[config.mk]
export PLATFORM = sky130hd
export DESIGN_NAME = fetch_unit
export DESIGN_NICKNAME = d
export VERILOG_FILES = /design/src/rtl/fetch_unit.sv
export SDC_FILE = /design/constraint.sdc
export NUM_CORES = 1
export LEC_CHECK = 0
export CAP_MARGIN = 30
export CORE_UTILIZATION = 45
export CTS_BUF_LIST = sky130_fd_sc_hd__clkbuf_16
export CTS_CLUSTER_DIAMETER = 120
export DETAILED_ROUTE_END_ITERATION = 6
export PLACE_DENSITY_LB_ADDON = 0.1
export RECOVER_POWER = 100
export SYNTH_ARGS = -nofsm -noshare
export SYNTH_HDL_FRONTEND = slang
export SYNTH_SLANG_ARGS = --single-unit
[constraint.sdc]
create_clock -name clk -period 6 [get_ports clk]
set_input_delay 1.2 -clock clk [delete_from_list [all_inputs] [get_ports clk]]
set_output_delay 1.2 -clock clk [all_outputs]
set_load 0.005 [all_outputs]
[src/rtl/fetch_unit.sv]
// Instruction fetch stage: owns the PC, fetches over a req/ack handshake, holds
// the word for decode, and flags a sticky error on memory timeout. Define FETCH_JR_EN for JR support.
module fetch_unit #(
  parameter logic [31:0] RESET_PC = 32'h0000_0000,
  parameter int unsigned TIMEOUT  = 16
) (
  input  logic        clk,
  input  logic        reset,
  output logic        imem_req,
  output logic [31:0] imem_addr,
  input  logic        imem_ack,
  input  logic [31:0] imem_rdata,
  output logic [31:0] instr,
  output logic        instr_valid,
  input  logic        advance,
  input  logic        pcsrc,
  input  logic        jump,
  input  logic [31:0] signimm,
`ifdef FETCH_JR_EN
  input  logic        jr,
  input  logic [31:0] jr_target,
`endif
  output logic [31:0] pc,
  output logic [31:0] pcplus4,
  output logic        fetch_err
);

  localparam int unsigned CW = $clog2(TIMEOUT + 1);

  typedef enum logic [1:0] {FETCH, HOLD, ERR} state_t;

  state_t        state;
  logic [CW-1:0] cnt;
  logic [31:0]   pc_q;
  logic [31:0]   instr_q;
  logic [31:0]   next_pc;
  logic          jr_bad;

  // Outputs are gated by reset so they read as reset values before the first edge.
  assign pc          = reset ? RESET_PC : pc_q;
  assign imem_addr   = pc;
  assign instr       = reset ? '0 : instr_q;
  assign pcplus4     = pc + 32'd4;
  assign imem_req    = (state == FETCH) && !reset;
  assign instr_valid = (state == HOLD)  && !reset;
  assign fetch_err   = (state == ERR)   && !reset;

  always_comb begin
    next_pc = pcplus4;
    jr_bad  = 1'b0;
    if (jump)
      next_pc = {pcplus4[31:28], instr_q[25:0], 2'b00};
    else if (pcsrc)
      next_pc = pcplus4 + (signimm << 2);
`ifdef FETCH_JR_EN
    if (jr) begin
      next_pc = jr_target;
      jr_bad  = |jr_target[1:0];
    end
`endif
  end

  always_ff @(posedge clk) begin
    if (reset) begin
      state   <= FETCH;
      pc_q    <= RESET_PC;
      instr_q <= '0;
      cnt     <= '0;
    end else begin
      case (state)
        FETCH: begin
          if (imem_ack) begin
            instr_q <= imem_rdata;
            cnt     <= '0;
            state   <= HOLD;
          end else begin
            cnt <= cnt + CW'(1);
            if (cnt == CW'(TIMEOUT - 1))
              state <= ERR;
          end
        end
        HOLD: begin
          if (advance) begin
            if (jr_bad) begin
              state <= ERR;
            end else begin
              pc_q  <= next_pc;
              state <= FETCH;
            end
          end
        end
        ERR:     state <= ERR;
        default: state <= FETCH;
      endcase
    end
  end

endmodule

==> summary.md <==
| Metric | Value |
|---|---|
| CP top delay family | simple AND/OR/NAND/NOR gates |
| Required time worst endpoint | 4.80 ns |
| Pins Over Slew Limit | 0 |
| CP arrival | 4.39 ns |
| First-pass GRT wire length | 28600 µm |
| CTS clock-pin slew for the worst setup and hold paths | 0.06 ns |
| GRT Residual Overflow | 0 |
| Post-CTS setup buffers | 0 |
| Max clock buf depth | 2 |
| Slowest CP cell | dlygate4sd3_1 |
| Cells along the critical path | buf_4 > buf_12 > nand2b_1 > nor4_1 > nand4_1 > nor3_1 > nand3_1 > xor2_1 > nor2_1 > dlygate4sd3_1 |
| Crit end category | output pin |
| Top cells by area, synth | dfxtp_1 (24%), nand2_1 (8.3%), ha_1 (8.0%) |
| Root Driver | clkbuf_16 |
| DRT Wirelength | 18800 µm |
| Final HPWL DP | 14300 µm |
| Final #Nets | 1079 |
| Commonest non-fill, non-tap cell in the layout | nand2_1 |
| Vias | 6247 |
| Pre-antenna DRT Iters | 5 |
| Synthesized area per cell | 7.23 µm² |
| Pleak | 3.63 nW |
| Total global-route track usage | 27.2% |
| Critical path class | primary input to output pin |
| Starting Density | 46.7% |
| Die ar. | 13700 µm² |
| Clk_skew | 0.00935 ns |
| Worst-Skew Late Latency | 0.34 ns |
| Core ar. | 12800 µm² |
| Final hold vios | 0 |
| Num rows | 41 |
| Vias in the first global route | 5637 |
| Final TNS setup | 0 ns |
| Post-layout util | 63.6% |
| Share of the synthesized area in the top cell type | 23.8% |
| Max-Cap Viols | 0 |
| Post-route DRC | 0 |
| PortBufs | 198 |
| Vias per cell | 5.45 |
| Least-Margin Pin Slew | 1.19 ns |
| Final Cycle Share | 93.2% |
| Total clock sinks | 71 |
| Gpl congestion | 0.947 |
| # IOs | 201 |
| Total Power | 0.00134 W |
| Area leader, netlist | dfxtp_1 |
| Routed length per instance | 16.4 µm |
| Cell count after synthesis | 826 |
| Highest-count cells in the layout ignoring fill and taps | nand2_1 (132), dlygate4sd3_1 (124), a21oi_1 (93) |
| Number of enable flip-flop cells after synthesis | 0 |
| Main synth FF type | dfxtp_1 |
| TritonCTS Buffers | 9 |
| Cell Pwr Density | 165 nW/µm² |
| Initial antenna violation count | 0 |
| Largest net degree at the start of global routing | 54 |
| Worst Slack Setup Final | 0.407 ns |
| Starting DRT DRC Count | 581 |
| Dpl ws | 0.423 ns |
| Buffers & Inverters on Critical Path | 3 |
| HP Class | flop to flop |
| Post-CTS resize count | 0 |
| Maximum vdd drop | 0.128 mV |
| # diodes | 0 |
| Syn Nets | 935 |
| Ys async rst share | 0% |
| DIE WIDTH | 117 µm |
| CP max FO | 53 |
| Detail Route Antenna Nets | 0 |
| Biggest cell delay along the critical path | 0.60 ns |
| # setup viols final | 0 |
| Hold buffers post-CTS | 0 |
| #FFs+latches synth | 71 |
| Ys Warns | 0 |
| Area Growth Syn to Fin | 36.1% |
| Status | completed |
| Startpoint types | primary input |
| CTS tree | built |
| Slew HR | 20.9% |
| Share of layout cells above drive strength 1 | 3.79% |
| Synthesized cell area | 5970 µm² |
| Register area share after synthesis | 23.8% |
| Fmax | 179 MHz |
| RSZ-0062 raised after global routing | false |
| Final worst path period need | 5.59 ns |
| Cell variety after synth | 65 |
| CTS HTree Levels | 3 |
| Die height | 117 µm |
==> stage by stage <==
step,hold slack [ns],area [µm²],std cells
6_report,0.449,8120,1147
5_1_grt,0.466,8120,1147
4_1_cts,0.451,8170,1147
3_5_place_dp,0.442,7870,1131
3_3_place_gp,0.438,7840,1130
2_1_floorplan,0.432,5970,826
==> power by group <==
part | switching, W | leakage, nW | internal [W]
Clock | 0.000217 | 0.139 | 0.000322
Combinational | 0.000151 | 2.91 | 0.000137
Sequential | 0.0000190 | 0.579 | 0.000493
==> routing by layer <==
layer | routed length [µm] | GRT usage (%) | share of wire, % | vias to the layer above
li1 | - | - | - | 3141
met1 | 8740 | 37.7 | 46 | 2850
met2 | 8460 | 42.7 | 45 | 235
met3 | 1330 | 5.25 | 7.0 | 21
met4 | 320 | 7.85 | 1.7 | 0
met5 | 0 | 0 | 0 | -
==> flip-flops by register name (all words and copies together) (netlist names) <==
signal,count
cnt,5
instr_q,32
pc_q,32
state,2
==> Yosys cell counts (3+ instances only) <==
library cell and count:
nand2_1 132, a21oi_1 93, dfxtp_1 71, nor2_1 59, nor2b_1 55, ha_1 38
o21ai_0 38, clkbuf_1 35, buf_4 34, nand3_1 28, xnor2_1 25, xor2_1 25
inv_1 24, nor3_1 16, a21o_1 12, o211ai_1 10, a31oi_1 9, nand2b_1 8
nand4_1 8, o21a_1 7, a211oi_1 6, and3_1 6, mux2i_1 6, a221o_1 5
buf_2 5, or3_1 5, o21bai_1 4, o22ai_1 4, a21oi_2 3, and4_1 3
buf_1 3, o21ai_1 3, o31ai_1 3
==> worst reg2reg max path, stage by stage (launching register included) <==
cell	delay, ns
dfxtp_1	0.36
nor2b_1	0.27
ha_1	0.26
nand4_1	0.20
nor2_1	0.21
nand3_1	0.11
xor2_1	0.15
nor2_1	0.17
ha_1	0.35
a21oi_1	0.26
o21ai_0	0.15
o311ai_0	0.68
a31oi_1	0.37
o2111a_1	0.32
o21ai_0	0.23
a21oi_1	0.11
nor4b_1	0.39
o21a_1	0.15
==> worst paths after layout <==
path	endpoint	from	slack (ns)	cells past startpoint
setup / recovery	pcplus4[27]	reset	0.41	10
hold / removal	instr_q[27]$_SDFFE_PP0P_	instr_q[27]$_SDFFE_PP0P_	0.45	2
setup reg to reg	pc_q[29]$_SDFFE_PP0P_	pc_q[3]$_SDFFE_PP0P_	1.19	17
hold reg to reg	instr_q[27]$_SDFFE_PP0P_	instr_q[27]$_SDFFE_PP0P_	0.45	2
==> final cells by class <==
class	count	area, µm²
Multi-Input combinational cell	654	4010
Fill cell	1181	4650
Clock inverter	7	73.8
Inverter	24	90.1
Timing Repair Buffer	210	2080
Tap cell	172	215
Clock buffer	9	225
Sequential cell	71	1420
==> logic make-up (layout without fill, tap and decap cells) <==
family,count (synthesis),count (layout),synth area share [%]
AO/OA/AOI/OAI,217,217,22.1
flip-flops,71,71,23.8
adder cells (fa/ha/maj),39,39,8.30
multiplexers,7,7,1.19
buffers and inverters,101,250,8.60
XOR/XNOR,50,50,7.34
AND/OR/NAND/NOR,341,341,28.7
No activity file was read; power rests on OpenSTA's default activity.
